## config.mk

```make
export PLATFORM = sky130hd
export DESIGN_NAME = idli_utx_m
export DESIGN_NICKNAME = d
export VERILOG_FILES = /design/src/rtl/idli_utx_m.sv
export SDC_FILE = /design/constraint.sdc
export NUM_CORES = 1
export LEC_CHECK = 0
export ABC_AREA = 1
export CORE_ASPECT_RATIO = 1.25
export CORE_MARGIN = 2
export CORE_UTILIZATION = 35
export DETAILED_ROUTE_END_ITERATION = 10
export SYNTH_ARGS = -nofsm -noshare
export SYNTH_HDL_FRONTEND = slang
export SYNTH_SLANG_ARGS = --single-unit
```

## constraint.sdc

```tcl
create_clock -name i_utx_gck -period 2.5 [get_ports i_utx_gck]
set_input_delay 0.25 -clock i_utx_gck [delete_from_list [all_inputs] [get_ports i_utx_gck]]
set_output_delay 0.25 -clock i_utx_gck [all_outputs]
set_load 0.1 [all_outputs]
```

## src/rtl/idli_utx_m.sv

```systemverilog
// idli_utx_m: UART transmitter. It takes a 16-bit word from EX as four ctr-aligned slices and sends it as two frames, low byte first.
// Define IDLI_UTX_PARITY_EN to add an even-parity bit to each byte frame.
module idli_utx_m #(
  parameter int CLKS_PER_BIT = 16
) (
  input  logic       i_utx_gck,
  input  logic       i_utx_rst_n,
  input  logic [1:0] i_utx_ctr,
  input  logic       i_utx_vld,
  input  logic [3:0] i_utx_data,
  output logic       o_utx_stall,
  output logic       o_utx_tx
);

  // state   | meaning
  // S_IDLE  | line high, waiting for a committed or buffered word
  // S_START | start bit (0)
  // S_DATA  | 8 data bits, LSB first, idx selects the bit
  // S_PAR   | even parity bit (parity build only)
  // S_STOP  | stop bit (1); then byte 1, the buffered word, or idle
  typedef enum logic [2:0] {
    S_IDLE,
    S_START,
    S_DATA,
`ifdef IDLI_UTX_PARITY_EN
    S_PAR,
`endif
    S_STOP
  } state_t;

  localparam int CW = (CLKS_PER_BIT > 1) ? $clog2(CLKS_PER_BIT) : 1;
  localparam logic [CW-1:0] BAUD_TC = CW'(CLKS_PER_BIT - 1);

  state_t        state, state_n;
  logic [CW-1:0] baud, baud_n;
  logic [2:0]    idx, idx_n;
  logic          byte_hi, byte_hi_n;
  logic [15:0]   sh_word, sh_word_n;
  logic [15:0]   buf_word, buf_word_n;
  logic          buf_vld, buf_vld_n;
  logic          cap, cap_n;
  logic [11:0]   cap_word;
  logic          tx_n;

  logic          accept, capturing, commit, direct, commit_buf, drain, tick;
  logic [15:0]   full_word;
  logic [7:0]    cur_byte;

  always_comb begin
    accept     = (i_utx_ctr == 2'd0) && i_utx_vld && !o_utx_stall;
    capturing  = accept || (cap && (i_utx_ctr != 2'd0));
    commit     = capturing && (i_utx_ctr == 2'd3);
    full_word  = {i_utx_data, cap_word};
    direct     = commit && (state == S_IDLE) && !buf_vld;
    commit_buf = commit && !direct;
    tick       = (baud == BAUD_TC);

    cap_n = cap;
    if (i_utx_ctr == 2'd0)      cap_n = accept;
    else if (i_utx_ctr == 2'd3) cap_n = 1'b0;

    state_n   = state;
    baud_n    = baud + CW'(1);
    idx_n     = idx;
    byte_hi_n = byte_hi;
    sh_word_n = sh_word;
    drain     = 1'b0;

    case (state)
      S_IDLE: begin
        baud_n = '0;
        if (direct) begin
          state_n   = S_START;
          sh_word_n = full_word;
          byte_hi_n = 1'b0;
        end else if (buf_vld) begin
          state_n   = S_START;
          sh_word_n = buf_word;
          byte_hi_n = 1'b0;
          drain     = 1'b1;
        end
      end
      S_START: begin
        if (tick) begin
          baud_n  = '0;
          idx_n   = 3'd0;
          state_n = S_DATA;
        end
      end
      S_DATA: begin
        if (tick) begin
          baud_n = '0;
          if (idx == 3'd7) begin
`ifdef IDLI_UTX_PARITY_EN
            state_n = S_PAR;
`else
            state_n = S_STOP;
`endif
          end else begin
            idx_n = idx + 3'd1;
          end
        end
      end
`ifdef IDLI_UTX_PARITY_EN
      S_PAR: begin
        if (tick) begin
          baud_n  = '0;
          state_n = S_STOP;
        end
      end
`endif
      S_STOP: begin
        if (tick) begin
          baud_n = '0;
          if (!byte_hi) begin
            byte_hi_n = 1'b1;
            state_n   = S_START;
          end else if (buf_vld) begin
            state_n   = S_START;
            sh_word_n = buf_word;
            byte_hi_n = 1'b0;
            drain     = 1'b1;
          end else begin
            state_n = S_IDLE;
          end
        end
      end
      default: state_n = S_IDLE;
    endcase

    // A commit landing on the same edge as a drain refills the buffer.
    buf_vld_n  = (buf_vld && !drain) || commit_buf;
    buf_word_n = commit_buf ? full_word : buf_word;

    cur_byte = byte_hi_n ? sh_word_n[15:8] : sh_word_n[7:0];
    case (state_n)
      S_START: tx_n = 1'b0;
      S_DATA:  tx_n = cur_byte[idx_n];
`ifdef IDLI_UTX_PARITY_EN
      S_PAR:   tx_n = ^cur_byte;
`endif
      default: tx_n = 1'b1;
    endcase
  end

  always_ff @(posedge i_utx_gck) begin
    if (!i_utx_rst_n) begin
      state       <= S_IDLE;
      baud        <= '0;
      idx         <= '0;
      byte_hi     <= 1'b0;
      sh_word     <= '0;
      buf_word    <= '0;
      buf_vld     <= 1'b0;
      cap         <= 1'b0;
      cap_word    <= '0;
      o_utx_stall <= 1'b0;
      o_utx_tx    <= 1'b1;
    end else begin
      state    <= state_n;
      baud     <= baud_n;
      idx      <= idx_n;
      byte_hi  <= byte_hi_n;
      sh_word  <= sh_word_n;
      buf_word <= buf_word_n;
      buf_vld  <= buf_vld_n;
      cap      <= cap_n;
      o_utx_tx <= tx_n;
      if (i_utx_ctr == 2'd3) o_utx_stall <= buf_vld_n;
      if (capturing) begin
        case (i_utx_ctr)
          2'd0:    cap_word[3:0]  <= i_utx_data;
          2'd1:    cap_word[7:4]  <= i_utx_data;
          2'd2:    cap_word[11:8] <= i_utx_data;
          default: ;
        endcase
      end
    end
  end

endmodule

```

# == Word level (Yosys, flattened, before mapping) ==
# Cells that the tools add are included.
# op_classes
n_addsub,2
multipliers,0
n_div,0
magnitude_cmp,1
n_eq_ne,10
shifts,0
n_mux,37
bitwise,0
reduce_logical,22
# op_table
op,n
two-way mux 16 bit,4
one-hot mux 16 bit (2 select lines),1
two-way mux 3 bit,9
two-way mux 1 bit,14
one-hot mux 3 bit (4 select lines),1
"equality test 3 x 2 -> 1 bit, second input constant",3
logical AND 1 bit,8
two-way mux 8 bit,1
one-hot mux 4 bit (2 select lines),1
"equality test 3 x 1 -> 1 bit, second input constant",2
one-hot mux 1 bit (2 select lines),3
one-hot mux 3 bit (2 select lines),1
AND reduction 2 bit,3
"adder 4 x 1 -> 4 bit, second input constant",1
"equality test 2 bit, second input constant",2
"equality test 4 bit, second input constant",1
zero test 1 bit,4
"< comparator 3 x 4 -> 1 bit, second input constant",1
two-way mux 4 bit,1
nonzero test 2 bit,2
"adder 3 x 1 -> 3 bit, second input constant",1
binary-select mux 1 bit (select 3 bit),1
"equality test 3 bit, second input constant",1
zero test 3 bit,1
4 further kinds,5
# word_totals
ff_bits,59
latch_bits,0
ram_bits,0
rom_bits,0
in_bits,9
output_inout_bits,2
word_cells,85
mem_count,0

# == Longest topological paths before layout ==
# depth
ltp_word,13
ltp_mapped,19
mapped_depth_nobuf,19

# == Least setup slack after synthesis ==
# OpenSTA, ideal clock, no wires.
# synth_path
path_kind,register to register
start,register o_utx_stall
end,register o_utx_tx
arrival_time_ns,2.256
t_required_ns,2.391
path_slack_ns,0.135
path_stages_with_launch,16
path_buffers,0
path_cell_list,dfxtp_1 inv_1 nand3_2 nand2_2 nand2_1 nand4_1 nand2_1 o21ai_2 nand2_1 nand3_1 nand2_1 nand2_1 nand3_1 nand3_1 nand2_1 inv_1
# synth_via
elab_chain_cells,12
elab_cells_between_ends,18
cone_classes,2 x eq/ne; 10 x mux; 6 x reduce/logical
# synth_rtl
item,line_no,source
start: declaration,11,"output logic o_utx_stall,"
start signal: assignment,169,if (i_utx_ctr == 2'd3) o_utx_stall <= buf_vld_n;
zero test 1 bit *,50,accept = (i_utx_ctr == 2'd0) && i_utx_vld && !o_utx_stall;
logical AND 1 bit *,50,
logical OR 1 bit *,51,capturing = accept || (cap && (i_utx_ctr != 2'd0));
logical AND 1 bit *,52,commit = capturing && (i_utx_ctr == 2'd3);
logical AND 1 bit * (2 in a row),54,direct = commit && (state == S_IDLE) && !buf_vld;
two-way mux 16 bit / two-way mux 1 bit (equally long branches),72,if (direct) begin
one-hot mux 16 bit (2 select lines) / one-hot mux 1 bit (2 select lines) (equally long branches),69,case (state)
two-way mux 8 bit,135,cur_byte = byte_hi_n ? sh_word_n[15:8] : sh_word_n[7:0];
binary-select mux 1 bit (select 3 bit),138,S_DATA: tx_n = cur_byte[idx_n];
two-way mux 1 bit (not written as such),138,
one-hot mux 1 bit (2 select lines) *,136,case (state_n)
end signal: assignment,168,o_utx_tx <= tx_n;
end: declaration,12,output logic o_utx_tx
# Mark *: on every way between the ends. The rest lies on a longest branch, timed or not. The select of a mux whose other input is x is not followed.
# A chain may end at the register's enable or synchronous reset.

# == Worst setup path in the final report ==
# layout_path
start,register baud[0]
end,register o_utx_tx
# layout_via
elab_chain_cells,7
elab_cells_between_ends,18
cone_classes,3 x eq/ne; 15 x mux
# layout_rtl
item,line_no,source
start: declaration,35,"logic [CW-1:0] baud, baud_n;"
start signal: assignment,161,baud <= baud_n;
equality test 4 bit *,56,tick = (baud == BAUD_TC);
two-way mux 16 bit / two-way mux 1 bit (equally long branches),113,if (tick) begin
one-hot mux 16 bit (2 select lines) / one-hot mux 1 bit (2 select lines) (equally long branches),69,
two-way mux 8 bit,135,
binary-select mux 1 bit (select 3 bit),138,
two-way mux 1 bit (not written as such),138,
one-hot mux 1 bit (2 select lines) *,136,
# Marks and branches as above.

==> run metrics <==
status finished, final reports clean; CP startpoint kind flop; cts bufs inserted 9; post-synthesis adder-cell area fraction 2.50%; Post-Synth XOR/XNOR Area 0.583%; area leader, netlist dfxtp_1; post-route cell area 3410 um^2; Synth Net Count 447; Pre-antenna DRT Iters 4; simple-gate share of the synthesized area 26.5%; # H-tree levels 3; EDFF count, synth 0; hpwl dp 5.01 mm; Arr. time, crit path 2.46 ns; top-area cell type share of the netlist area 39.3%; TritonCTS clock tree yes; first-pass GRT wire length 11.9 mm; number of global-route vias before repair 2560; Setup crit end kind flop; Tmin final 2.20 ns; setup repair bufs after CTS 0; mux share of post-synthesis cell area 0%; Root Buffer clkbuf_8; setup TNS 0 ns; antenna violations before repair 0; nets 460; largest net degree at the start of global routing 31; Diodes inserted 0; Post-CTS Hold Buffers 0; fin crit share 88.2%; Top FF cell, synth dfxtp_1; worst hold stages 2; commonest non-fill, non-tap cell in the layout nand2_1; post-CTS sizing 0; Starting DRT DRC Count 161; P_leak 1.36 nW; Fin. Hold Viols 0; RSZ-0062 raised after global routing no; Row Count 37; average wire per standard cell 12.9 um; register area share after synthesis 39.3%; largest family of logic cells by synthesized area simple AND/OR/NAND/NOR gates; DP Area 3220 um^2; Setup Viol. Count Final 0; Setup CP Type flop to flop; Final GP Congestion 0.843; CP required 2.76 ns; Avg Cell Area, Syn 6.95 um^2; Finished Core Util 41.1%; clock latency on the worst-skew pair 0.35 ns; VDD IR max 0.384 mV; most frequent cells in the layout nand2_1 (88), inv_1 (65), dfxtp_1 (59), o21ai_0 (57), a21oi_1 (44); DRC viols 0; Hold Path Class flop to flop; Yosys Warn Count 0; IO Port Bufs 10; clock-pin slew on the worst setup and hold paths 0.07 ns; synthesized instance count 432; Area contributors post-synth dfxtp_1 (39%), nand2_1 (11%), o21ai_0 (9.5%); Final Skew 0.00808 ns; Fillers 866; Compound-Gate Fraction of Synth Area 19.8%; number of max-cap violations 0; PwrDens 580 nW/um^2; Core Area 8290 um^2; clock buffer depth 2; Total GRT Usage 16.7%; Final ANT Viol Nets 0; Yosys cell types 32; Cell Area, Synth 3000 um^2; vias per inst 4.99; total number of vias 2727; DIE WIDTH 86.8 um; Total Routed Length 7.08 mm; crit path max fanout 13; num ports 11; layout cell share with drive strength beyond 1 12.0%; GRT overflow 0; Fmax 454 MHz; initial core utilization 36.2%; Area Growth Syn to Fin 13.5%; Die Outline Area 9340 um^2; fin. max-slew vios 0; Worst Reg-to-Reg Cells 16; # clock sinks 59; Die Y 108 um; FFs w/ async S/R, synth 0%; FF+latch count, synth 59
cell families (layout without fill, tap and decap cells):
kind of cell,Yosys count,after routing
buffers and inverters,86,104
adders and majority gates,6,6
and+or+nand+nor,166,166
xor gates and xnor gates,2,2
DFF,59,59
other,1,1
AOI/OAI and AO/OA,112,112
worst paths after layout:
check             slack [ns]                       end                startpoint
setup / recovery        0.30       o_utx_tx$_SDFF_PN1_        baud[0]$_SDFF_PN0_
hold / removal          0.45  buf_word[2]$_SDFFE_PN0P_  buf_word[2]$_SDFFE_PN0P_
setup reg to reg        0.30       o_utx_tx$_SDFF_PN1_        baud[0]$_SDFF_PN0_
hold reg to reg         0.45  buf_word[2]$_SDFFE_PN0P_  buf_word[2]$_SDFFE_PN0P_
stage by stage:
step | instances | hold slack, ns | power [mW] | worst slack (ns)
after floorplan | 432 | 0.393 | 1.09 | 0.135
after global routing | 547 | 0.481 | 2.06 | 0.0440
after CTS | 547 | 0.449 | 1.99 | 0.276
after global placement | 531 | 0.435 | 1.14 | 0.108
final | 547 | 0.447 | 1.98 | 0.296
after detailed placement | 531 | 0.438 | 1.14 | 0.0503
state kept, by name, indices dropped and copies added, names as in the netlist:
signal / count
o_utx_tx: 1
buf_word: 16
idx: 3
buf_vld: 1
baud: 4
byte_hi: 1
cap: 1
cap_word: 12
o_utx_stall: 1
state: 3
sh_word: 16
cell type report:
cell class	count	area, um^2	share of cell area (%)
well taps	97	121	3.56
clock inverters	2	35.0	1.03
multi-input cells	287	1490	43.6
repair buffers	18	168	4.92
flip-flops and latches	59	1180	34.7
clock buffers	14	153	4.48
inverters	70	263	7.71
per-layer routing:
metal	track usage [%]	vias up	wire [um]
met1	18.7	1260	3140
met2	29.3	38	3560
met4	9.04	0	180
li1	-	1415	-
met5	0	-	0
met3	2.99	14	198
cells in the mapped netlist (3+ instances only):
cell type / count
dfxtp_1: 59
nand2_2: 12
clkbuf_1: 11
nand2_1: 88
inv_2: 5
ha_1: 6
nor3_1: 3
nand3_2: 3
nand3_1: 29
buf_2: 4
nand2_4: 3
a21oi_1: 44
nor2_1: 19
o21ai_0: 57
inv_1: 65
nor2_4: 3
critical path, cell delays in order, from the launching register on:
cell and delay (ns):
dfxtp_1 0.35, ha_1 0.21, nand3_2 0.20, inv_2 0.15, nand3_4 0.21, nand2_1 0.22
inv_1 0.09, nand2_1 0.09, nand3_1 0.09, nand2_1 0.07, nand3_1 0.07, nand2_1 0.07
nand2_1 0.05, nand3_1 0.08, nand3_1 0.06, nand2_1 0.06, inv_1 0.03
power breakdown:
group	switching, mW	internal, mW	leakage, nW
Combinational	0.101	0.0465	0.792
Sequential	0.0118	0.958	0.477
Clock	0.372	0.488	0.0947
Power figures use the tool's default switching activity.
